File: config.mk
export PLATFORM = sky130hd
export DESIGN_NAME = booth_pp_accumulator_flat
export DESIGN_NICKNAME = d
export VERILOG_FILES = /design/src/rtl/booth_pp_accumulator_if.sv /design/src/rtl/booth_pp_accumulator.sv /design/src/flat_wrapper.sv
export SDC_FILE = /design/constraint.sdc
export NUM_CORES = 1
export LEC_CHECK = 0
export ABC_AREA = 0
export CORE_MARGIN = 3
export CORE_UTILIZATION = 28
export CTS_CLUSTER_DIAMETER = 60
export CTS_CLUSTER_SIZE = 12
export DETAILED_ROUTE_END_ITERATION = 12
export HOLD_SLACK_MARGIN = 0.02
export PLACE_DENSITY_LB_ADDON = 0.25
export SYNTH_ARGS = -nofsm -noshare
export SYNTH_HDL_FRONTEND = slang
export SYNTH_SLANG_ARGS = --single-unit
export TNS_END_PERCENT = 30
File: constraint.sdc
create_clock -name clk -period 4.1 [get_ports clk]
set_input_delay 0.41 -clock clk [delete_from_list [all_inputs] [get_ports clk]]
set_output_delay 0.41 -clock clk [all_outputs]
set_load 0.02 [all_outputs]
File: src/rtl/booth_pp_accumulator_if.sv
// Handshake bundle for the Booth partial-product accumulator: PP bank input,
// input/output valid-ready pairs, accumulated product and busy status.
interface booth_pp_accumulator_if #(
    parameter int PP_W = 32
);
    logic [PP_W-1:0] PP1;
    logic [PP_W-1:0] PP2;
    logic [PP_W-1:0] PP3;
    logic [PP_W-1:0] PP4;
    logic [PP_W-1:0] PP5;
    logic [PP_W-1:0] PP6;
    logic [PP_W-1:0] PP7;
    logic [PP_W-1:0] PP8;
    logic            in_valid;
    logic            in_ready;
    logic [PP_W-1:0] product;
    logic            out_valid;
    logic            out_ready;
    logic            busy;

    modport master (
        output PP1, PP2, PP3, PP4, PP5, PP6, PP7, PP8,
        output in_valid, out_ready,
        input  in_ready, product, out_valid, busy
    );

    modport slave (
        input  PP1, PP2, PP3, PP4, PP5, PP6, PP7, PP8,
        input  in_valid, out_ready,
        output in_ready, product, out_valid, busy
    );
endinterface

File: src/rtl/booth_pp_accumulator.sv
// Sequential accumulator: captures eight Booth partial products in one handshake,
// sums them one per clock (modulo 2^PP_W) and presents the result under valid/ready.
module booth_pp_accumulator #(
    parameter int PP_W = 32
) (
    input logic                     clk,
    input logic                     rst_n,
    booth_pp_accumulator_if.slave   bus
);

    typedef enum logic [1:0] {
        IDLE  = 2'd0,
        ACCUM = 2'd1,
        DONE  = 2'd2
    } state_e;

    state_e          state_q, state_d;
    logic [PP_W-1:0] acc_q, acc_d;
    logic [2:0]      idx_q, idx_d;
    logic [PP_W-1:0] ppBank_q [8];
    logic [PP_W-1:0] ppBank_d [8];
    logic [PP_W-1:0] ppIn [8];
    logic            inFire;
    logic            outFire;

    assign ppIn[0] = bus.PP1;
    assign ppIn[1] = bus.PP2;
    assign ppIn[2] = bus.PP3;
    assign ppIn[3] = bus.PP4;
    assign ppIn[4] = bus.PP5;
    assign ppIn[5] = bus.PP6;
    assign ppIn[6] = bus.PP7;
    assign ppIn[7] = bus.PP8;

    assign inFire  = bus.in_valid  && (state_q == IDLE);
    assign outFire = bus.out_ready && (state_q == DONE);

    // idx parks at 7 on the final add so it never wraps inside a transaction.
    always_comb begin
        state_d  = state_q;
        acc_d    = acc_q;
        idx_d    = idx_q;
        ppBank_d = ppBank_q;
        case (state_q)
            IDLE: begin
                if (inFire) begin
                    ppBank_d = ppIn;
                    acc_d    = '0;
                    idx_d    = '0;
                    state_d  = ACCUM;
                end
            end
            ACCUM: begin
                acc_d = acc_q + ppBank_q[idx_q];
                if (idx_q == 3'd7) begin
                    state_d = DONE;
                end else begin
                    idx_d = idx_q + 3'd1;
                end
            end
            DONE: begin
                if (outFire) begin
                    state_d = IDLE;
                end
            end
            default: begin
                state_d = IDLE;
            end
        endcase
    end

    always_ff @(posedge clk or negedge rst_n) begin
        if (!rst_n) begin
            state_q <= IDLE;
            acc_q   <= '0;
            idx_q   <= '0;
            for (int i = 0; i < 8; i++) begin
                ppBank_q[i] <= '0;
            end
        end else begin
            state_q  <= state_d;
            acc_q    <= acc_d;
            idx_q    <= idx_d;
            ppBank_q <= ppBank_d;
        end
    end

    assign bus.in_ready  = (state_q == IDLE);
    assign bus.out_valid = (state_q == DONE);
    assign bus.busy      = (state_q != IDLE);
    assign bus.product   = acc_q;

endmodule

File: src/flat_wrapper.sv
// flat-port wrapper written by rule: the top's interface ports become plain ports
module booth_pp_accumulator_flat 
#(
    parameter int PP_W = 32
)
  (clk, rst_n, bus_PP1, bus_PP2, bus_PP3, bus_PP4, bus_PP5, bus_PP6, bus_PP7, bus_PP8, bus_in_valid, bus_out_ready, bus_in_ready, bus_product, bus_out_valid, bus_busy);
  booth_pp_accumulator_if #(.PP_W(PP_W)) bus_i ();
  input logic clk;
  input logic rst_n;
  input wire logic [$bits(bus_i.PP1)-1:0] bus_PP1;
  input wire logic [$bits(bus_i.PP2)-1:0] bus_PP2;
  input wire logic [$bits(bus_i.PP3)-1:0] bus_PP3;
  input wire logic [$bits(bus_i.PP4)-1:0] bus_PP4;
  input wire logic [$bits(bus_i.PP5)-1:0] bus_PP5;
  input wire logic [$bits(bus_i.PP6)-1:0] bus_PP6;
  input wire logic [$bits(bus_i.PP7)-1:0] bus_PP7;
  input wire logic [$bits(bus_i.PP8)-1:0] bus_PP8;
  input wire logic [$bits(bus_i.in_valid)-1:0] bus_in_valid;
  input wire logic [$bits(bus_i.out_ready)-1:0] bus_out_ready;
  output wire logic [$bits(bus_i.in_ready)-1:0] bus_in_ready;
  output wire logic [$bits(bus_i.product)-1:0] bus_product;
  output wire logic [$bits(bus_i.out_valid)-1:0] bus_out_valid;
  output wire logic [$bits(bus_i.busy)-1:0] bus_busy;
  assign bus_i.PP1 = bus_PP1;
  assign bus_i.PP2 = bus_PP2;
  assign bus_i.PP3 = bus_PP3;
  assign bus_i.PP4 = bus_PP4;
  assign bus_i.PP5 = bus_PP5;
  assign bus_i.PP6 = bus_PP6;
  assign bus_i.PP7 = bus_PP7;
  assign bus_i.PP8 = bus_PP8;
  assign bus_i.in_valid = bus_in_valid;
  assign bus_i.out_ready = bus_out_ready;
  assign bus_in_ready = bus_i.in_ready;
  assign bus_product = bus_i.product;
  assign bus_out_valid = bus_i.out_valid;
  assign bus_busy = bus_i.busy;
  booth_pp_accumulator #(.PP_W(PP_W)) u_core (.clk(clk), .rst_n(rst_n), .bus(bus_i));
endmodule
# ---- Word-level counts from Yosys, hierarchy flattened
# Index checks and enable logic that the tools add are counted.
dict set report word_totals {
  elab_cells 43
  register_bits 293
  output_inout_bits 35
}
dict set report op_classes {
  addsub 2
  reduce_logical 9
  n_bitwise 1
  n_lt_le_gt_ge 1
  n_eq_ne 7
  mux 12
}
# op count
set ops {}
lappend ops {{binary-select mux 32 bit (select 3 bit)} 1}
lappend ops {{2-to-1 mux 32 bit} 3}
lappend ops {{one-hot mux 32 bit (2 select lines)} 1}
lappend ops {{adder 32 bit} 1}
lappend ops {{2-to-1 mux 2 bit} 3}
lappend ops {{2-to-1 mux 3 bit} 2}
lappend ops {{inequality test 2 x 1 -> 1 bit, second input constant} 3}
lappend ops {{one-hot mux 2 bit (3 select lines)} 1}
lappend ops {{one-hot mux 3 bit (2 select lines)} 1}
lappend ops {{AND reduction 3 bit} 2}
lappend ops {{greater-or-equal comparator 4 bit, second input constant} 1}
lappend ops {{inverter 3 -> 4 bit} 1}
lappend ops {{AND reduction 2 bit} 2}
lappend ops {{nonzero test 2 bit} 2}
lappend ops {{adder 3 x 1 -> 3 bit, second input constant} 1}
lappend ops {{equality test 3 bit, second input constant} 1}
lappend ops {{equality test 2 x 1 -> 1 bit, second input constant} 1}
lappend ops {{equality test 2 bit, second input constant} 1}
lappend ops {{logical AND 1 bit} 2}
lappend ops {{logical NOT 2 bit} 1}
lappend ops {{inequality test 2 bit, second input constant} 1}

# ---- Longest topological paths before layout
# Gate-level depths: netlist of the first run.
dict set report logic_depth {
  ltp_word 6
  ltp_mapped 15
  depth_no_buf 13
}

# ---- Least setup slack after synthesis of the first run
# OpenSTA, ideal clock, no wires.
dict set report synth_timing {
  path_type {register to register}
  startpoint {reg u_core.idx_q[0]}
  endpoint {reg u_core.acc_q[30] (netlist: u_core.bus.product[30])}
  t_arrival_ns 3.730
  path_stages_with_launch 15
  required_ns 3.971
  period_less_slack_ns 3.859
  path_slack_ns 0.241
  path_buffers 3
  setup_time_ns 0.129
  path_cell_list {dfrtp_1 > buf_1 > buf_2 > mux4_2 > mux2_2 > ha_1 > buf_4 > a21o_1 > or3_1 > o21ai_0 > o31a_1 > nand2_1 > a311oi_1 > mux2i_1 > nand3_1}
}
dict set report synth_via {
  elab_chain_cells 6
}
# item line_no
set synth_lines {}
lappend synth_lines {{from (decl)} booth_pp_accumulator.sv:19} ;# logic [2:0] idx_q, idx_d;
lappend synth_lines {{from (signal assigned)} booth_pp_accumulator.sv:83} ;# idx_q <= idx_d;
lappend synth_lines {{inverter 3 -> 4 bit (implied by the code)} booth_pp_accumulator.sv:54} ;# acc_d = acc_q + ppBank_q[idx_q];
lappend synth_lines {{binary-select mux 32 bit (select 3 bit)} booth_pp_accumulator.sv:54}
lappend synth_lines {{2-to-1 mux 32 bit (implied by the code) (2 in a row)} booth_pp_accumulator.sv:54}
lappend synth_lines {{adder 32 bit} booth_pp_accumulator.sv:54}
lappend synth_lines {{one-hot mux 32 bit (2 select lines)} booth_pp_accumulator.sv:44} ;# case (state_q)
lappend synth_lines {{to (signal assigned)} booth_pp_accumulator.sv:75} ;# acc_q <= '0;
lappend synth_lines {{to (signal assigned)} booth_pp_accumulator.sv:82} ;# acc_q <= acc_d;
lappend synth_lines {{to (decl)} booth_pp_accumulator.sv:18} ;# logic [PP_W-1:0] acc_q, acc_d;
# No other way between the ends. The select of a mux whose other input is x is not followed.
# A chain may end at the register's enable or synchronous reset.

# ---- Worst setup path in the final report of the first run
# Ends and elaborated chain as after synthesis.

==> results.md, run 1 <==
* Status: finished, final reports clean
* Crit path required time at 4.52 ns
* Final hold viol count at 0
* Row count at 82
* Peak VDD IR at 347.8 uV
* Storage cell area at 7341 um^2
* Fmax achieved at 262.6 MHz
* CTS root buffer: clkbuf_16
* Worst-Margin Slew at 0.9322 ns
* Critical Path Source Type: register
* Worst path depth at 15
* Leak at 0.007886 uW
* Total GRT Usage at 14.80%
* Syn. warnings at 0
* Setup violators final at 0
* Post-synth EDFFs at 0
* Sequential cell area fraction in the yosys report at 50.58%
* Placed Cells at 1,970
* FILL cells at 4,856
* WP data arrival at 4.22 ns
* Via/cell ratio at 4.718
* Number of max-cap violations at 0
* Gp weighted congestion at 0.7803
* Initial antenna violation count at 0
* Post-CTS sizing at 0
* Crit path setup slack, layout at 0.2923 ns
* IO Pins at 295
* Buffers on Ports at 294
* TritonRoute pass-1 iters at 5
* Minimum clock period at 3.808 ns
* Final core utilization at 38.77%
* Worst path cell trace: buf_12 -> mux4_2 -> mux2_2 -> ha_1 -> inv_1 -> fa_1 -> nor2b_1 -> o2111ai_1 -> a211oi_1 -> buf_4 -> o211ai_1 -> nand2_1 -> a311oi_1 -> mux2i_1 -> nand3_1
* Largest net degree at the start of global routing at 114
* Final wirelength at 40.25 mm
* RSZ-0062 raised after global routing: false
* WS Path Type: register to register
* Finished Layout Cells at 2,038
* Synthesized area per cell at 14.00 um^2
* Total CTS buffers at 40
* Reg2Reg Setup Slack at 0.29 ns
* Final Cell Area at 19,650 um^2
* Hold Crit Class: input port to asynchronous set/reset pin
* Area of the multi-input gates at 6807 um^2
* Reg2reg start: u_core.idx_q[0]$_DFFE_PN0P_
* PwrDens at 967.7 nW/um^2
* Mapped cell area at 14,500 um^2
* CTS Buffer Depth at 3
* WL per Instance at 19.75 um
* First-pass GRT wire length at 62.08 mm
* Final Max Slew Viols at 0
* Post-Syn Instances at 1,035
* Pre-CTS WS at 0.2841 ns
* Die Area at 54,530 um^2
* Post-route clock period utilization at 92.87%
* Worst-Skew Late Latency at 0.55 ns
* R2R cell count at 15
* Detail Placement HPWL at 29.56 mm
* Slew HR at 37.86%
* Crit-path max cell delay at 0.51 ns
* Sink Count at 293
* Critical-path top delay cell: mux4_2
* Remaining antenna violation count at 0
* CP Capture Type: register
* Syn Nets at 1,329
* Starting density of the core at 28.60%
* Critical path capture point: u_core.bus.product[30]$_DFFE_PN0P_
* Vias in the first global route at 10.54k
* Total number of vias at 9,615
* Htree depth at 2
* Critical Path Start: u_core.idx_q[0]$_DFFE_PN0P_
* DP Area at 18,360 um^2
* P&R area growth vs syn at 35.56%
* Grt total ovfl at 0
* Layout cells sized above 1 at 34.26%
* Peak fanout along the critical path at 15
* Reg2reg end: u_core.bus.product[30]$_DFFE_PN0P_
* Initial DRC count at 514
* Core area at 50,680 um^2
* Delay-heaviest family, CP: compound AO/OA/AOI/OAI gates
* Synthesized flop and latch total at 293
* Ys flop type: dfrtp_1
* Setup TNS Final at 0 ns
* Cts hold-fix bufs at 1
* CP bufs+invs at 3
* Final setup skew at 0.01635 ns
* Final net count at 1,635
* Async set-reset flop share out of synthesis at 100.0%
* Die Ht at 233.5 um
* DRC errors left at 0
* Setup bufs post-CTS at 0
* Library cells used by synthesis at 61
* Inserted Diodes at 0
* Clk slew on worst S/H paths at 0.06 ns
* Die W at 233.5 um
* CTS tree: done
power by group:
group / total (uW) / leakage, uW / internal (uW) / switching, uW
clock network: 3390 / 0.000631 / 2000 / 1390
registers: 5340 / 0.00347 / 4460 / 884
logic: 10300 / 0.00378 / 5350 / 4930
registers in the layout, summed over array words and instances (netlist names):
signal              flops
u_core.ppBank_q       256
u_core.state_q          2
u_core.idx_q            3
u_core.bus.product     32
metal layers:
metal  share of wire, %  track usage, %
met1                 47           20.68
met2                 46           23.03
met3                5.8           3.683
met4                1.4           3.673
met5                  0               0
how the worst min path moves through the flow:
stage                     start                           endpoint  slack, ns
floorplan                 rst_n  u_core.bus.product[0]$_DFFE_PN0P_       0.11
global placement          rst_n   u_core.ppBank_q[241]$_DFFE_PN0P_       0.42
detailed placement        rst_n   u_core.ppBank_q[241]$_DFFE_PN0P_       0.42
CTS                       rst_n   u_core.ppBank_q[113]$_DFFE_PN0P_       0.42
global route        bus_PP5[29]   u_core.ppBank_q[125]$_DFFE_PN0P_       0.45
finish                    rst_n   u_core.ppBank_q[241]$_DFFE_PN0P_       0.44
synthesized netlist by cell type, types with 2 or more instances:
master / number / area share, %
mux2i_1: 3 / 0.21
and3_1: 5 / 0.22
dfrtp_1: 293 / 51
inv_1: 14 / 0.36
and2_1: 2 / 0.086
o31ai_1: 2 / 0.10
a211oi_1: 3 / 0.16
nand2_1: 51 / 1.3
a22oi_1: 3 / 0.16
xnor2_1: 13 / 0.79
mux2_2: 287 / 22
nand3_1: 6 / 0.21
o221ai_1: 2 / 0.12
a311oi_1: 2 / 0.12
nor2b_1: 4 / 0.17
o211ai_1: 2 / 0.10
clkbuf_1: 34 / 0.88
nor2_1: 19 / 0.49
a21oi_2: 2 / 0.12
o21bai_1: 8 / 0.41
o21ai_0: 41 / 1.4
o21a_1: 6 / 0.31
a31oi_1: 2 / 0.086
xor2_1: 15 / 0.91
buf_1: 6 / 0.16
mux4_2: 64 / 9.9
and4_1: 3 / 0.18
a22o_1: 4 / 0.24
a21oi_1: 26 / 0.90
a21o_1: 12 / 0.62
nor3_1: 6 / 0.21
buf_2: 24 / 0.83
nand4_1: 8 / 0.35
or3_1: 4 / 0.17
ha_1: 33 / 2.8
cell type report:
cell class	count	share of cell area, %
repair buffers	330	16.96
clock buffers	44	5.329
flip-flops and latches	293	37.36
clock inverters	23	1.165
well taps	672	4.279
multi-input cells	662	34.64
inverters	14	0.2674
layout by cell type, fill, tap and decap left out, types with 8 or more instances in the layout:
master / instances
clkdlybuf4s50_1: 293
dfrtp_1: 290
mux2_2: 287
mux4_2: 64
nand2_1: 51
o21ai_0: 41
clkbuf_16: 41
ha_1: 33
a21oi_1: 26
buf_4: 26
nor2_1: 19
xor2_1: 15
inv_1: 14
xnor2_1: 13
a21o_1: 12
buf_12: 9
nand4_1: 8
kinds of logic (layout without fill, tap and decap cells):
logic type	after synthesis	in the layout	share of synthesized area, %
buf+inv	80	411	2.503
fa+ha+maj	34	34	2.987
xor+xnor	28	28	1.692
mux	354	354	32.45
simple gates	115	115	3.764
flops	293	293	50.58
compound gates	131	131	6.025
metrics by stage:
| stage | hold slack [ns] | total power, uW |
|---|---|---|
| after floorplan | 0.1144 | 12670 |
| after global placement | 0.4150 | 15600 |
| after detailed placement | 0.4211 | 15750 |
| after CTS | 0.4245 | 19300 |
| after global routing | 0.4513 | 20530 |
| final | 0.4371 | 19020 |
No activity file was read; power rests on OpenSTA's default activity.
==> run 2: changes to the inputs <==
--- a/config.mk
+++ b/config.mk
@@ -6,8 +6,9 @@
 export NUM_CORES = 1
 export LEC_CHECK = 0
 export ABC_AREA = 0
+export CAP_MARGIN = 15
 export CORE_MARGIN = 3
-export CORE_UTILIZATION = 28
+export CORE_UTILIZATION = 24
 export CTS_CLUSTER_DIAMETER = 60
 export CTS_CLUSTER_SIZE = 12
 export DETAILED_ROUTE_END_ITERATION = 12
==> run 2 against run 1 <==
Critical path type unchanged. Largest cell class unchanged. Largest power group unchanged. Critical path depth is 3 lower. Sequential power shrank 1%. Global-route usage is 1.7 points lower. Worst hold slack improved by 0.037 ns. Total power shrank 1.9%. Die area up 16%. Register-to-register slack lost 0.05 ns. Via count shrank 1.1%. First-iteration DRC count down 28%. Flip-flop and latch count stayed put. Count of clock-buffer cells in the layout down 2.
==> results.md, run 2 (synthesis results as in run 1) <==
* Status: finished, final reports clean
* Reg2Reg Setup Slack at 0.25 ns (-0.05 ns)
* CTS Buffer Depth at 3 (unchanged)
* Hold Crit Depth at 2
* Critical Path Source Type: register
* Reg2reg start: u_core.idx_q[0]$_DFFE_PN0P_
* Final net count at 1,621 (-0.86%)
* Sw frac at 38.49% (+0.57 points)
* Remaining antenna violation count at 0 (unchanged)
* WS Path Type: register to register
* Sequential share of power at 28.3% (+0.2 points)
* FILL cells at 5,862 (+21%)
* Final core utilization at 33.01% (-5.8 points)
* CTS root buffer: clkbuf_16
* First-pass GRT wire length at 63.85 mm (+2.9%)
* TritonRoute pass-1 iters at 4 (-1)
* WP data arrival at 4.31 ns (+0.09 ns)
* Hold Crit Class: input port to register
* Int Pwr at 11,480 uW (-2.8%)
* IO Pins at 295 (unchanged)
* Initial DRC count at 370 (-28%)
* Total number of vias at 9,507 (-1.1%)
* Final Cell Area at 19,600 um^2 (-0.28%)
* Post-route clock period utilization at 94.00% (+1.1 points)
* Gp weighted congestion at 0.8119 (+4.0%)
* Placed Cells at 2,060 (+4.6%)
* Die W at 251.8 um (+7.8%)
* Pre-CTS WS at 0.08860 ns (-0.1955 ns)
* Setup violators final at 0 (unchanged)
* Core area at 59,350 um^2 (+17%)
* Most common library cell in the layout ignoring fill and taps: clkdlybuf4s50_1
* WHS Endpoint: u_core.ppBank_q[221]$_DFFE_PN0P_
* Sink Count at 293 (unchanged)
* Crit path required time at 4.56 ns (+0.04 ns)
* Reg2reg end: u_core.bus.product[24]$_DFFE_PN0P_
* Total GRT Usage at 13.11% (-1.7 points)
* Number of max-cap violations at 0 (unchanged)
* Largest net degree at the start of global routing at 108 (-5.3%)
* Minimum clock period at 3.854 ns (+0.04651 ns)
* Clock Power Share at 16.7% (-1.2 points)
* Peak fanout along the critical path at 22 (+7)
* Detail Placement HPWL at 30.16 mm (+2.1%)
* Total CTS buffers at 37 (-7.5%)
* Leak at 0.007758 uW (-1.6%)
* Tot Pwr at 18,660 uW (-1.9%)
* R2R cell count at 12 (-3)
* Peak VDD IR at 311.1 uV (-11%)
* Die Ht at 251.8 um (+7.8%)
* Crit path setup slack, layout at 0.2458 ns (-0.04651 ns)
* Worst-Skew Late Latency at 0.54 ns (about the same)
* Biggest register: u_core.ppBank_q
* Final setup skew at 0.01500 ns (-0.001350 ns)
* Max reg flops at 256 (unchanged)
* RSZ-0062 raised after global routing: true
* CP Capture Type: register
* Worst Hold Launch: bus_PP2[29]
* Clk slew on worst S/H paths at 0.07 ns (about the same)
* Vias in the first global route at 10.60k (+0.55%)
* Finished Layout Cells at 2,120 (+4.0%)
* Combinational power share at 55.0% (+0.9 points)
* Final wirelength at 41.56 mm (+3.3%)
* Fmax achieved at 259.5 MHz (-1.2%)
* PwrDens at 952.3 nW/um^2 (-1.6%)
* Worst-Margin Slew at 0.8051 ns (-0.1270 ns)
* Via/cell ratio at 4.484 (-4.9%)
* Slew HR at 46.33% (+8.5 points)
* DRC errors left at 0 (unchanged)
* Final Max Slew Viols at 0 (unchanged)
* Final hold viol count at 0 (unchanged)
* CTS tree: done
* Most frequent cells in the layout: clkdlybuf4s50_1, dfrtp_1, mux2_2
* WL per Instance at 19.60 um (-0.73%)
* Row count at 89 (+8.5%)
* Setup bufs post-CTS at 0 (unchanged)
* Initial antenna violation count at 0 (unchanged)
* Layout cells sized above 1 at 33.56% (-0.70 points)
* Starting density of the core at 24.42% (-4.2 points)
* Grt total ovfl at 0 (unchanged)
* Buffers on Ports at 294 (unchanged)
* Htree depth at 2 (unchanged)
* P&R area growth vs syn at 35.18%
* Die Area at 63,380 um^2 (+16%)
* DP Area at 18,420 um^2 (+0.31%)
* Inserted Diodes at 0 (unchanged)
* Psw at 7182 uW (-0.38%)
-- run 2: changes by cell type in the layout (fill, tap and decap cells not counted), sizes merged --
cell / previous run / this run
clkbuf: 44 / 42
clkinvlp: 2 / 4
bufinv: 2 / 1
inv: 25 / 21
buf: 36 / 25
clkinv: 8 / 5
-- run 2: layout make-up --
type	count	area (um^2)	share of cell area (%)
tap	773	967.2	4.936
clock inverter	17	158.9	0.8109
sequential	293	7341	37.46
timing repair buffer	319	3263	16.65
multi-input combinational	662	6848	34.95
clock buffer	42	964.7	4.923
inverter	14	52.55	0.2682
-- run 2: worst max path at each step --
stage	startpoint	end	slack [ns]	cells past startpoint
5_1_grt	u_core.idx_q[0]$_DFFE_PN0P_	u_core.bus.product[27]$_DFFE_PN0P_	-0.04	13
3_5_place_dp	u_core.idx_q[0]$_DFFE_PN0P_	u_core.bus.product[27]$_DFFE_PN0P_	0.09	14
3_3_place_gp	u_core.idx_q[0]$_DFFE_PN0P_	u_core.bus.product[29]$_DFFE_PN0P_	0.13	13
4_1_cts	u_core.idx_q[0]$_DFFE_PN0P_	u_core.bus.product[27]$_DFFE_PN0P_	0.06	14
6_report	u_core.idx_q[0]$_DFFE_PN0P_	u_core.bus.product[24]$_DFFE_PN0P_	0.25	12
2_1_floorplan	u_core.idx_q[0]$_DFFE_PN0P_	u_core.bus.product[30]$_DFFE_PN0P_	0.24	14
-- run 2: worst max-delay path, stage by stage (launching register included) --
cell       delay (ns)
dfrtp_4          0.51
buf_12           0.24
mux4_2           0.54
mux2_2           0.30
ha_1             0.34
nor2b_1          0.20
o2111ai_1        0.19
a21oi_1          0.35
o41ai_4          0.13
o311ai_0         0.47
o21ai_0          0.20
xor2_1           0.17
o21ai_0          0.14
-- run 2: stage by stage --
step / hold WS, ns / setup TNS (ns)
after floorplan: 0.1144 / 0
after global placement: 0.4834 / 0
after detailed placement: 0.4748 / 0
after CTS: 0.4215 / 0
after global routing: 0.4528 / -0.09010
final: 0.4744 / 0
-- run 2: layer usage --
metal  global-route usage, %  up-vias  wire, um  part of all wire, %
met4                   3.249        0       689                  1.7
met2                   21.57      206     19700                   47
met3                   3.752       41      2637                  6.3
met5                       0        -         0                    0
met1                   17.06     4821     18530                   45
li1                        -     4439         -                    -
-- run 2: timing repair --
action,4_1_cts,5_1_grt
setup endpoints to repair,0,6
hold buffers,1,0
hold endpoints to repair,87,0
gates resized for setup,0,6
-- run 2: power groups by stage --
stage | combinational [uW] | sequential [uW] | clock, uW
detailed placement | 10300 | 5350 | 0
floorplan | 7470 | 5190 | 0
finish | 10300 | 5280 | 3110
CTS | 10300 | 5310 | 3260
global placement | 10200 | 5290 | 0
global route | 11400 | 5490 | 3370
==> run 3: changes to the inputs <==
--- a/config.mk
+++ b/config.mk
@@ -6,7 +6,7 @@
 export NUM_CORES = 1
 export LEC_CHECK = 0
 export ABC_AREA = 0
-export CAP_MARGIN = 15
+export CAP_MARGIN = 20
 export CORE_MARGIN = 3
 export CORE_UTILIZATION = 24
 export CTS_CLUSTER_DIAMETER = 60
==> results of run 3 <==
The final DEF is identical to that of run 2; final timing and power are the same.
